==> src/rtl/tmr_fault_inject_ctrl.sv <==
// tmr_fault_inject_ctrl
//   Turns a push-button and core-select switches into single-core fault
//   injections for the TMR demo. Checks that the voter flagged the injected
//   core and counts hits and misses.
// Ports
//   clk, rst_n        : clock, async active-low reset
//   btn_inject_n      : raw active-low button pin (asynchronous)
//   sw_core_sel[1:0]  : raw target-core switches (3 = invalid)
//   fault_flags[2:0]  : voter per-core mismatch flags (clk domain)
//   core_fault_force  : one-hot force to the selected core's corruption mux
//   inject_active     : high while an injection is in progress
//   detect_ok/_miss   : 1-cycle verdict pulse after each injection
//   inject_count      : accepted injections (saturating)
//   miss_count        : injections the voter never flagged (saturating)
module tmr_fault_inject_ctrl #(
  parameter int unsigned DEBOUNCE_CYCLES = 500000,
  parameter int unsigned HOLD_CYCLES     = 1024,
  parameter int unsigned COOLDOWN_CYCLES = 50000
) (
  input  logic       clk,
  input  logic       rst_n,
  input  logic       btn_inject_n,
  input  logic [1:0] sw_core_sel,
  input  logic [2:0] fault_flags,
  output logic [2:0] core_fault_force,
  output logic       inject_active,
  output logic       detect_ok,
  output logic       detect_miss,
  output logic [7:0] inject_count,
  output logic [7:0] miss_count
);

  localparam int unsigned DB_W   = $clog2(DEBOUNCE_CYCLES + 1);
  localparam int unsigned PH_MAX = (HOLD_CYCLES > COOLDOWN_CYCLES) ? HOLD_CYCLES : COOLDOWN_CYCLES;
  localparam int unsigned PH_W   = $clog2(PH_MAX + 1);

  typedef enum logic [1:0] {
    ST_IDLE     = 2'd0,
    ST_INJECT   = 2'd1,
    ST_COOLDOWN = 2'd2,
    ST_WAIT_REL = 2'd3
  } state_t;

  logic            r_btn_s1, r_btn_s2;
  logic [1:0]      r_sw_s1, r_sw_s2;
  logic            r_stable;
  logic [DB_W-1:0] r_db_cnt;
  logic            r_press;

  state_t          r_state;
  logic [PH_W-1:0] r_ph_cnt;
  logic [1:0]      r_tgt;
  logic            r_seen;
  logic [2:0]      r_force;
  logic            r_active;
  logic            r_ok;
  logic            r_miss;
  logic [7:0]      r_inject_count;
  logic [7:0]      r_miss_count;

  logic            w_seen_final;

  // Two-flop synchronizers for the raw pins
  always_ff @(posedge clk or negedge rst_n) begin
    if (!rst_n) begin
      r_btn_s1 <= 1'b1;
      r_btn_s2 <= 1'b1;
      r_sw_s1  <= 2'd0;
      r_sw_s2  <= 2'd0;
    end else begin
      r_btn_s1 <= btn_inject_n;
      r_btn_s2 <= r_btn_s1;
      r_sw_s1  <= sw_core_sel;
      r_sw_s2  <= r_sw_s1;
    end
  end

  // Debounce: the synced level must differ from stable for DEBOUNCE_CYCLES edges
  always_ff @(posedge clk or negedge rst_n) begin
    if (!rst_n) begin
      r_stable <= 1'b1;
      r_db_cnt <= '0;
      r_press  <= 1'b0;
    end else begin
      r_press <= 1'b0;
      if (r_btn_s2 == r_stable) begin
        r_db_cnt <= '0;
      end else if (r_db_cnt == DB_W'(DEBOUNCE_CYCLES - 1)) begin
        r_stable <= r_btn_s2;
        r_db_cnt <= '0;
        r_press  <= ~r_btn_s2;
      end else begin
        r_db_cnt <= r_db_cnt + DB_W'(1);
      end
    end
  end

  // Flag seen on the last INJECT cycle still counts toward the verdict
  assign w_seen_final = r_seen | fault_flags[r_tgt];

  // Injection sequencer
  always_ff @(posedge clk or negedge rst_n) begin
    if (!rst_n) begin
      r_state        <= ST_IDLE;
      r_ph_cnt       <= '0;
      r_tgt          <= 2'd0;
      r_seen         <= 1'b0;
      r_force        <= 3'b000;
      r_active       <= 1'b0;
      r_ok           <= 1'b0;
      r_miss         <= 1'b0;
      r_inject_count <= 8'd0;
      r_miss_count   <= 8'd0;
    end else begin
      r_ok   <= 1'b0;
      r_miss <= 1'b0;
      unique case (r_state)
        ST_IDLE: begin
          if (r_press && (r_sw_s2 != 2'd3)) begin
            r_tgt    <= r_sw_s2;
            r_force  <= 3'b001 << r_sw_s2;
            r_active <= 1'b1;
            r_seen   <= 1'b0;
            r_ph_cnt <= '0;
            r_state  <= ST_INJECT;
            if (r_inject_count != 8'hFF) r_inject_count <= r_inject_count + 8'd1;
          end
        end
        ST_INJECT: begin
          if (r_ph_cnt == PH_W'(HOLD_CYCLES - 1)) begin
            r_force  <= 3'b000;
            r_active <= 1'b0;
            r_ph_cnt <= '0;
            r_state  <= ST_COOLDOWN;
            if (w_seen_final) begin
              r_ok <= 1'b1;
            end else begin
              r_miss <= 1'b1;
              if (r_miss_count != 8'hFF) r_miss_count <= r_miss_count + 8'd1;
            end
          end else begin
            r_seen   <= w_seen_final;
            r_ph_cnt <= r_ph_cnt + PH_W'(1);
          end
        end
        ST_COOLDOWN: begin
          if (r_ph_cnt == PH_W'(COOLDOWN_CYCLES - 1)) begin
            r_ph_cnt <= '0;
            r_state  <= ST_WAIT_REL;
          end else begin
            r_ph_cnt <= r_ph_cnt + PH_W'(1);
          end
        end
        ST_WAIT_REL: begin
          // A held button must be released before the next injection
          if (r_stable) r_state <= ST_IDLE;
        end
        default: r_state <= ST_IDLE;
      endcase
    end
  end

  assign core_fault_force = r_force;
  assign inject_active    = r_active;
  assign detect_ok        = r_ok;
  assign detect_miss      = r_miss;
  assign inject_count     = r_inject_count;
  assign miss_count       = r_miss_count;

endmodule
==> config.mk <==
export PLATFORM = sky130hd
export DESIGN_NAME = tmr_fault_inject_ctrl
export DESIGN_NICKNAME = d
export VERILOG_FILES = /design/src/rtl/tmr_fault_inject_ctrl.sv
export SDC_FILE = /design/constraint.sdc
export NUM_CORES = 1
export LEC_CHECK = 0
export ABC_AREA = 1
export CAP_MARGIN = 20
export CORE_MARGIN = 2
export CORE_UTILIZATION = 60
export DETAILED_ROUTE_END_ITERATION = 12
export PLACE_DENSITY = 0.82
export SYNTH_ARGS = -nofsm -noshare
export SYNTH_HDL_FRONTEND = slang
export SYNTH_SLANG_ARGS = --single-unit
==> constraint.sdc <==
create_clock -name clk -period 2.95 [get_ports clk]
set_input_delay 0.59 -clock clk [delete_from_list [all_inputs] [get_ports clk]]
set_output_delay 0.59 -clock clk [all_outputs]
set_load 0.005 [all_outputs]
Word-level counts from Yosys, hierarchy flattened --
Index checks and enable logic that the tools add are counted.
Word-level totals: bits in registers 70, input bits 8, output and inout port bits 22, logic and storage cells 84
Operators by class: add/subtract/negate cells 4, $lt $le $gt $ge 1, eq/ne operators 15, shifts and indexed selects 1, muxes and demuxes 30, bitwise gates (word level) 4, reductions and logical operators 12
Operators with widths (number):
- two-way mux 16 bit | 3
- case mux 16 bit (3 select lines) | 1
- two-way mux 19 bit | 2
- adder 19 x 1 -> 19 bit, second input constant | 1
- equality test 19 bit, second input constant | 1
- adder 16 x 1 -> 16 bit, second input constant | 1
- adder 8 x 1 -> 8 bit, second input constant | 2
- equality test 16 x 10 -> 1 bit, second input constant | 1
- equality test 16 bit, second input constant | 1
- inequality test 8 bit, second input constant | 2
- two-way mux 1 bit | 13
- inequality test 2 bit, second input constant | 6
- AND reduction 3 bit | 3
- two-way mux 2 bit | 4
- case mux 2 bit (4 select lines) | 1
- AND reduction 4 bit | 2
- two-way mux 3 bit | 2
- case mux 3 bit (2 select lines) | 1
- AND reduction 2 bit | 3
- equality test 2 bit, second input constant | 2
- case mux 1 bit (2 select lines) | 2
- < comparator 2 x 3 -> 1 bit, second input constant | 1
- inverter 1 bit | 3
- nonzero test 3 bit | 1
- other kinds (8) | 8

Logic depth before layout (Yosys ltp) --
Gate-level depths: netlist of run 1.
word-level depth 6, mapped depth 11, depth with buffers taken out 11

Least setup slack after synthesis of run 1 --
Ideal clock, no wire load.
path type flip-flop to flip-flop, start point register r_ph_cnt[0], end point register r_ph_cnt[7], library setup time 0.121 ns, arrival 1.407 ns, data required time 2.829 ns, setup slack 1.422 ns, cell stages (with the launch flop) 10, buffers on the path 1, clock period less this slack 1.528 ns, path through dfrtp_1 > ha_1 > nand3_2 > nor2_2 > nand2_1 > nand2_1 > nand2_4 > a21oi_4 > buf_6 > nor2_1
On the way: cells in the longest elaborated chain, start to end 3, elaborated cells on any way between the ends 6
RTL lines:
- start: declaration | line 51 | logic [PH_W-1:0] r_ph_cnt;
- start signal: assignment | line 143 | r_ph_cnt <= r_ph_cnt + PH_W'(1);
- start signal: assignment | line 151 | r_ph_cnt <= r_ph_cnt + PH_W'(1);
- adder 16 x 1 -> 16 bit, or another cell as far along | line 143, 151
- two-way mux 16 bit (on tied branches) | line 147, 130
- case mux 16 bit (3 select lines) (*) | line 117 | unique case (r_state)
Every way passes the cells marked *; elsewhere a longest branch is shown, timed or not. A chain may end at the register's enable or synchronous reset.

Final worst setup path of run 1 --
start point register r_state[0], end point register r_ph_cnt[6]
On the way: cells in the longest elaborated chain, start to end 3, elaborated cells on any way between the ends 7
RTL lines:
- start: declaration | line 50 | state_t r_state;
- start signal: assignment | line 104 | r_state <= ST_IDLE;
- start signal: assignment | line 125 | r_state <= ST_INJECT;
- start signal: assignment | line 134 | r_state <= ST_COOLDOWN;
- equality test 2 bit, or another cell as far along | line 117
- nonzero test 3 bit (no line) or inequality test 2 bit (tied branches)
- AND reduction 2 bit (no line)
Several ways; a longest one is shown, not always the timed one.

==> impl_metrics.py, run 1 <==
metrics = {
    "layout": {
        "drive_gt1_frac": 0.0884,
        "final_nets": 511,
        "insertedDiodeCount": 0,
        "final_util": 0.715,
        "syn_to_final_growth_pct": 15.5,
        "fill_cells": 451,
        "design_area_sq_um": 4230,
    },
    "cts": {
        "cts_made_buffers": 9,
        "ctsResizeCount": 0,
        "cts_sinks": 70,
        "clk_pin_slew_ps": 70,
        "post-cts-setup-buffers": 0,
        "htreeDepth": 3,
        "ctsHoldBuffers": 0,
        "clock_latency_ps": 340,
        "max-clock-path-buffers": 2,
        "cts_tree": "built",
        "clockRootBuffer": "clkbuf_8",
    },
    "sta": {
        "slew_violations": 0,
        "finalSetupViolCount": 0,
        "hold_viol": 0,
        "post-route-period-util": 0.723,
        "fmax_mhz": 469,
        "min_period_ps": 2130,
        "slew_headroom": 0.483,
        "rsz0062_at_grt": "false",
        "fin_skew_ps": 8.60,
        "fin_tns_setup_ps": 0,
        "tightest_slew_ps": 776,
        "fin_ws_ps": 817,
    },
    "worst_setup_path": {
        "cp-end-kind": "flop",
        "worst-setup-path-type": "reg -> reg",
        "slowest_stage": "inv_1",
        "worst_r2r_path_depth": 8,
        "critical_path.max_fanout": 16,
        "crit_arrival_ps": 2340,
        "cp-start-kind": "flop",
        "crit_buf_inv": 2,
        "crit_chain": "inv_1 > ha_1 > nand2_1 > nand2_1 > inv_1 > nand2_1 > o21ai_0 > nor2_1",
        "crit_required_ps": 3160,
        "worst_path_largest_cell_delay_ps": 460,
        "crit_cells": 8,
        "crit_family": "simple AND/OR/NAND/NOR gates",
        "path_common_cell": "nand2_1",
    },
    "power_and_ir_drop": {
        "leakage_nw": 1.96,
        "pwr_density_cell_nw_per_um2": 425,
        "max-vdd-ir-drop_uv": 325,
        "total_power_mw": 1.80,
    },
    "outcome": {
        "outcome": "finished, final reports clean",
    },
    "route": {
        "via_count": 2979,
        "drc": 0,
        "drtAntennaViolNets": 0,
        "first_pass_iters": 4,
        "drt_wl_total_mm": 7.12,
        "routed_wire_length_per_instance_microns": 12.4,
        "avgViaCountPerCell": 5.20,
        "drtIter0Drc": 126,
    },
    "yosys": {
        "avgSynthCellArea_sq_um": 8.04,
        "synthDistinctLibCells": 30,
        "postSynthCellCount": 456,
        "synth_area_sq_um": 3670,
        "async_flop_share": 1.00,
        "seq_area_frac_synth": 0.479,
        "ys_ff_latch": 70,
        "synth_top_area_cell": "dfrtp_1",
        "ys_top_cells_by_count": "nand2_1, nor2_1, dfrtp_1",
        "synth_edf_count": 0,
        "synth_most_common_cell": "nand2_1",
        "synth_top_area_share": 0.457,
        "syn_nets": 474,
        "yosys-top-cells-area": "dfrtp_1, nand2_1, nor2_1, inv_1, xor2_1",
        "synth-main-ff-cell": "dfrtp_1",
        "ys_warn_count": 0,
    },
    "hold_path": {
        "hold_path_class": "in -> async",
    },
    "grt": {
        "use_met2": 0.380,
        "grt_use_total": 0.234,
        "grt_pass1_vias": 2834,
        "grt_use_met1": 0.308,
        "busiest_layer": "met2",
        "grt_max_degree": 37,
        "grt-ovfl-total": 0,
        "grt_pass1_wl_mm": 12.1,
        "use_met3": 0.0467,
        "antenna_found_initial": 0,
    },
    "die": {
        "die-width_microns": 82.2,
        "core_sq_um": 5920,
        "fp.dieH_microns": 82.2,
        "ios": 30,
        "die_area_sq_um": 6750,
        "start_util": 0.619,
        "rows": 28,
    },
    "placement": {
        "placed_cell_area_sq_um": 4030,
        "place_ws_ps": 700,
        "gp_congestion": 0.883,
        "io_buffers": 29,
        "dpl.hpwl_mm": 5.13,
    },
    "flow_run": {
        "cap_viol_max_count": 0,
    },
}
[through the flow]
| stage | instances | hold WS, ps |
|---|---|---|
| after floorplan | 456 | 294 |
| after global placement | 557 | 336 |
| after detailed placement | 557 | 337 |
| after CTS | 573 | 344 |
| after global routing | 573 | 361 |
| final | 573 | 321 |
[final timing paths]
check	from	end	slack, ps
worst max-delay path	r_state[0]	r_ph_cnt[6]	820
worst min-delay path	rst_n	r_db_cnt[6]	320
worst max register to register	r_state[0]	r_ph_cnt[6]	820
worst min register to register	r_sw_s1[1]	r_sw_s2[1]	350
max in group asynchronous	rst_n	r_ph_cnt[0]	1990
min in group clk	r_sw_s1[1]	r_sw_s2[1]	350
[registers in the layout (all words and copies together) (netlist names)]
register,cells
r_db_cnt,19
r_stable,1
r_sw_s2,2
r_tgt,2
inject_active,1
r_press,1
r_seen,1
r_btn_s2,1
detect_ok,1
r_btn_s1,1
r_sw_s1,2
core_fault_force,3
r_state,2
miss_count,8
detect_miss,1
inject_count,8
r_ph_cnt,16
[cells by family after synthesis]
group                      synth area share
AOI/OAI and AO/OA                    0.0481
xor gates and xnor gates             0.0597
adders and majority gates            0.0341
buffers and inverters                0.0601
DFF                                   0.479
and+or+nand+nor                       0.319
[placed cells by master, fill, tap and decap left out, types with 10 or more instances in the layout]
| cell type | n |
|---|---|
| clkbuf_8 | 11 |
| clkdlybuf4s50_1 | 28 |
| dfrtp_1 | 67 |
| ha_1 | 10 |
| inv_1 | 48 |
| nand2_1 | 124 |
| nand3_1 | 26 |
| nand4_1 | 11 |
| nor2_1 | 72 |
| o21ai_0 | 15 |
| xnor2_1 | 10 |
| xor2_1 | 15 |
[area by class of cell]
class / count / area [sq um] / area share
multi-input combinational: 332 / 1690 / 0.399
inverter: 50 / 188 / 0.0443
tap: 75 / 93.8 / 0.0222
clock inverter: 3 / 42.5 / 0.0100
timing repair buffer: 30 / 305 / 0.0721
clock buffer: 13 / 159 / 0.0375
sequential: 70 / 1760 / 0.415
[per-layer routing]
metal	routed length, microns	share of wire
met1	3470	0.49
met2	3330	0.47
met3	220	0.031
met4	106	0.015
met5	0	0
[power breakdown]
part / leakage (nW) / switching, mW / internal [mW]
combinational: 0.917 / 0.0287 / 0.0148
clock: 0.0996 / 0.347 / 0.436
sequential: 0.946 / 0.00466 / 0.968
total: 1.96 / 0.380 / 1.42
(Power assumes the default switching activity.)
==> inputs of run 2 (changes only) <==
--- a/config.mk
+++ b/config.mk
@@ -8,9 +8,9 @@
 export ABC_AREA = 1
 export CAP_MARGIN = 20
 export CORE_MARGIN = 2
-export CORE_UTILIZATION = 60
+export CORE_UTILIZATION = 52
 export DETAILED_ROUTE_END_ITERATION = 12
-export PLACE_DENSITY = 0.82
+export PLACE_DENSITY = 0.75
 export SYNTH_ARGS = -nofsm -noshare
 export SYNTH_HDL_FRONTEND = slang
 export SYNTH_SLANG_ARGS = --single-unit
==> constraint.sdc (replaced) <==
create_clock -name clk -period 1.7 [get_ports clk]
set_input_delay 0.34 -clock clk [delete_from_list [all_inputs] [get_ports clk]]
set_output_delay 0.34 -clock clk [all_outputs]
set_load 0.005 [all_outputs]
==> run 2 against run 1 <==
Sequential share of layout area is 1.6 points lower. Setup slack got worse by 760 ps. Clock-buffer cell count decreased by 2. Combinational power up 85%. Non-clock buffer count rose by 16. Routed wire length is 1.6% lower. Total power increased by 64%. First-iteration DRC count rose by 17%. Cell area increased by 4.4%. Via count increased by 1.2%. Clock skew is 3.2 ps higher. Critical path type is now reg -> out. Largest power group unchanged. Highest routed layer unchanged.
==> impl_metrics.py, run 2 (synthesized netlist as in run 1, its figures left out) <==
metrics = {
    "cts": {
        "clock_latency_ps": 340,
        "cts_made_buffers": 9,
        "cts_tree": "built",
        "max-clock-path-buffers": 2,
        "ctsHoldBuffers": 0,
        "clk_pin_slew_ps": 80,
        "clockRootBuffer": "clkbuf_8",
        "cts_sinks": 70,
        "htreeDepth": 3,
    },
    "outcome": {
        "outcome": "finished, final reports clean",
    },
    "sta": {
        "min_period_ps": 1640,
        "fin_ws_ps": 57.7,
        "post-route-period-util": 0.966,
        "slew_violations": 0,
        "tightest_slew_ps": 365,
        "fin_tns_setup_ps": 0,
        "slew_headroom": 0.757,
        "hold_viol": 0,
        "rsz0062_at_grt": "false",
        "finalSetupViolCount": 0,
        "fin_skew_ps": 11.8,
        "fmax_mhz": 609,
    },
    "layout": {
        "final_cell_mix": "nand2_1, nor2_1, dfrtp_1",
        "final_nets": 527,
        "reg_top3": "r_db_cnt x19, r_ph_cnt x16",
        "drive_gt1_frac": 0.144,
        "largest_reg_flops": 19,
        "final_common_cell": "nand2_1",
        "insertedDiodeCount": 0,
        "top_register": "r_db_cnt",
        "syn_to_final_growth_pct": 20.6,
        "final_util": 0.651,
    },
    "die": {
        "start_util": 0.540,
        "core_sq_um": 6790,
        "die_area_sq_um": 7740,
        "rows": 30,
        "die-width_microns": 88.0,
        "ios": 30,
        "fp.dieH_microns": 88.0,
    },
    "worst_setup_path": {
        "worst-setup-path-type": "reg -> out",
        "crit_chain": "clkdlybuf4s50_1",
        "crit_buf_inv": 1,
        "crit_family": "buffers and inverters",
        "worst_path_largest_cell_delay_ps": 530,
        "cp-start-kind": "flop",
        "cp-end-kind": "output port",
        "crit_required_ps": 1360,
        "crit_arrival_ps": 1300,
        "critical_path.max_fanout": 5,
        "slowest_stage": "clkdlybuf4s50_1",
    },
    "placement": {
        "place_ws_ps": -39.3,
        "dpl.hpwl_mm": 5.10,
        "io_buffers": 29,
        "gp_congestion": 0.872,
    },
    "grt": {
        "antenna_found_initial": 0,
        "grt_use_total": 0.198,
        "grt_max_degree": 71,
        "grt_pass1_vias": 2802,
        "grt_pass1_wl_mm": 12.1,
        "grt-ovfl-total": 0,
    },
    "route": {
        "via_count": 3014,
        "avgViaCountPerCell": 4.94,
        "drc": 0,
        "drtAntennaViolNets": 0,
        "first_pass_iters": 4,
        "drtIter0Drc": 148,
        "drt_wl_total_mm": 7.01,
        "routed_wire_length_per_instance_microns": 11.5,
    },
    "power_and_ir_drop": {
        "leakage_nw": 2.02,
        "max-vdd-ir-drop_uv": 467,
        "pwr_density_cell_nw_per_um2": 666,
    },
    "flow_run": {
        "cap_viol_max_count": 0,
    },
    "hold_path": {
        "hold_path_class": "in -> async",
    },
}
run 2: cell count changes in the layout (fill, tap and decap cells not counted), sizes merged:
cell / change
clkinvlp: +1
inv: +1
buf: +16
bufinv: -1
clkbuf: -2
clkinv: +1
run 2: layout make-up:
cell class / count / area, sq um
fillers: 578 / 2370
multi-input cells: 332 / 1730
inverters: 50 / 188
flip-flops and latches: 70 / 1760
well taps: 96 / 120
clock buffers: 11 / 141
clock inverters: 5 / 33.8
repair buffers: 46 / 450
run 2: where the power goes:
part	switching, mW	internal [mW]
logic	0.0511	0.0296
registers	0.00959	1.68
clock network	0.607	0.569
run 2: repair_timing:
action / 4_1_cts / 5_1_grt
endpoints found under the setup margin: 0 / 39
buffers inserted: 0 / 1
resized for setup: 0 / 15
run 2: path summary, 6_finish.rpt:
| path | from | endpoint | slack, ps | cells after the start |
|---|---|---|---|---|
| setup / recovery | inject_count[2] | inject_count[2] | 60 | 1 |
| hold / removal | rst_n | r_db_cnt[12] | 10 | 2 |
| setup reg to reg | r_db_cnt[1] | r_db_cnt[12] | 110 | 8 |
| hold reg to reg | r_sw_s1[0] | r_sw_s2[0] | 350 | 0 |
| max in group asynchronous | rst_n | r_stable | 1350 | 2 |
| min in group clk | r_sw_s1[0] | r_sw_s2[0] | 350 | 0 |
run 2: layer usage:
layer / global-route usage / wire, microns
met5: 0 / 0
met2: 0.301 / 3140
met3: 0.0339 / 183
met4: 0.0811 / 119
met1: 0.282 / 3570
run 2: metrics by stage:
stage,instance area [sq um],power (mW),hold slack (ps),std cells
global route,4420,3.06,51.0,610
floorplan,3670,1.74,44.4,456
global placement,4200,1.80,335,593
finish,4420,2.95,10.3,610
detailed placement,4200,1.80,336,593
CTS,4370,2.98,21.9,609
==> inputs of run 3 (changes only) <==
--- a/config.mk
+++ b/config.mk
@@ -11,6 +11,7 @@
 export CORE_UTILIZATION = 52
 export DETAILED_ROUTE_END_ITERATION = 12
 export PLACE_DENSITY = 0.75
+export RECOVER_POWER = 50
 export SYNTH_ARGS = -nofsm -noshare
 export SYNTH_HDL_FRONTEND = slang
 export SYNTH_SLANG_ARGS = --single-unit
==> run 3 against run 2 <==
Critical path depth is the same. Global-route usage is the same. Non-clock buffer count is the same. Core utilization shrank 0.18 points. Clock skew is essentially flat. Sequential share of layout area grew 0.11 points. Via count grew 0.70%. Register-to-register slack is essentially flat. Highest routed layer unchanged.
==> impl_metrics.py, run 3 (synthesized netlist as in run 1, its figures left out) <==
metrics = {
    "outcome": {
        "outcome": "finished, final reports clean",
    },
    "sta": {
        "slew_headroom": 0.381,
        "hold_viol": 0,
        "min_period_ps": 1640,
        "finalSetupViolCount": 0,
        "slew_violations": 0,
        "fin_skew_ps": 11.9,
        "tightest_slew_ps": 928,
        "post-route-period-util": 0.966,
        "rsz0062_at_grt": "false",
        "fmax_mhz": 609,
    },
    "layout": {
        "top_register": "r_db_cnt",
        "insertedDiodeCount": 0,
        "largest_reg_flops": 19,
        "final_util": 0.649,
        "drive_gt1_frac": 0.142,
        "final_cell_mix": "nand2_1, nor2_1, dfrtp_1",
        "reg_top3": "r_db_cnt x19, r_ph_cnt x16",
        "syn_to_final_growth_pct": 20.3,
        "final_nets": 527,
        "final_common_cell": "nand2_1",
        "design_area_sq_um": 4410,
    },
    "power_and_ir_drop": {
        "total_power_mw": 2.94,
        "pwr_density_cell_nw_per_um2": 668,
        "leakage_nw": 2.01,
        "max-vdd-ir-drop_uv": 466,
    },
    "placement": {
        "gp_congestion": 0.872,
        "placed_cell_area_sq_um": 4200,
        "dpl.hpwl_mm": 5.10,
        "io_buffers": 29,
    },
    "cts": {
        "clockRootBuffer": "clkbuf_8",
        "clock_latency_ps": 340,
        "htreeDepth": 3,
        "cts_sinks": 70,
        "cts_made_buffers": 9,
        "clk_pin_slew_ps": 80,
        "max-clock-path-buffers": 2,
        "cts_tree": "built",
        "ctsHoldBuffers": 0,
    },
    "grt": {
        "grt_pass1_wl_mm": 12.1,
        "grt_pass1_vias": 2802,
        "antenna_found_initial": 0,
        "grt_use_total": 0.198,
        "grt_max_degree": 71,
        "grt-ovfl-total": 0,
    },
    "worst_setup_path": {
        "worst-setup-path-type": "reg -> out",
        "crit_required_ps": 1360,
        "crit_chain": "clkdlybuf4s50_1",
        "slowest_stage": "clkdlybuf4s50_1",
        "cp-start-kind": "flop",
        "crit_family": "buffers and inverters",
        "worst_path_largest_cell_delay_ps": 530,
        "crit_cells": 1,
        "worst_r2r_path_depth": 8,
        "crit_buf_inv": 1,
        "cp-end-kind": "output port",
        "crit_arrival_ps": 1300,
        "critical_path.max_fanout": 5,
    },
    "route": {
        "via_count": 3035,
        "drtAntennaViolNets": 0,
        "first_pass_iters": 4,
        "routed_wire_length_per_instance_microns": 11.5,
        "drtIter0Drc": 134,
        "drc": 0,
        "drt_wl_total_mm": 7.00,
        "avgViaCountPerCell": 4.98,
    },
    "die": {
        "start_util": 0.540,
        "die_area_sq_um": 7740,
        "rows": 30,
        "die-width_microns": 88.0,
        "fp.dieH_microns": 88.0,
        "core_sq_um": 6790,
        "ios": 30,
    },
    "hold_path": {
        "hold_path_class": "in -> async",
    },
    "flow_run": {
        "cap_viol_max_count": 0,
    },
}
[run 3: area by class of cell]
class | count | area, sq um
Sequential cell | 70 | 1760
Multi-Input combinational cell | 332 | 1730
Clock buffer | 11 | 141
Tap cell | 96 | 120
Clock inverter | 5 | 33.8
Inverter | 50 | 188
Timing Repair Buffer | 46 | 438
Fill cell | 580 | 2380
[run 3: path summary, 6_finish.rpt]
| kind | startpoint | end | slack (ps) |
|---|---|---|---|
| worst max-delay path | inject_count[2] | inject_count[2] | 60 |
| min in group clk | r_sw_s1[0] | r_sw_s2[0] | 340 |
| max in group asynchronous | rst_n | miss_count[4] | 790 |
| worst min register to register | r_sw_s1[0] | r_sw_s2[0] | 340 |
| worst min-delay path | rst_n | r_db_cnt[11] | 230 |
| worst max register to register | r_db_cnt[0] | r_db_cnt[12] | 110 |
[run 3: power breakdown]
group	internal, mW	total [mW]	switching, mW
clock	0.569	1.18	0.612
combinational	0.0246	0.0749	0.0503
sequential	1.68	1.69	0.00959
[run 3: per-stage QoR]
step | setup WS (ps) | cells | hold WS, ps | setup TNS (ps)
finish | 58.2 | 610 | 232 | 0
global route | 5.72 | 610 | 354 | 0
CTS | 14.3 | 609 | 21.9 | 0
detailed placement | -39.3 | 593 | 336 | -188
global placement | -16.9 | 593 | 335 | -38.6
floorplan | 172 | 456 | 44.4 | 0
[run 3: what timing repair did]
action	4_1_cts	5_1_grt
setup endpoints to repair	0	39
setup buffers	0	1
endpoints found under the hold margin	0	0
gates resized for setup	0	15
[run 3: routing by layer]
layer	vias up	share of wire	track usage
li1	1547	-	-
met1	1423	0.51	0.282
met2	56	0.45	0.301
met3	9	0.031	0.0339
met4	0	0.016	0.0811
met5	-	0	0
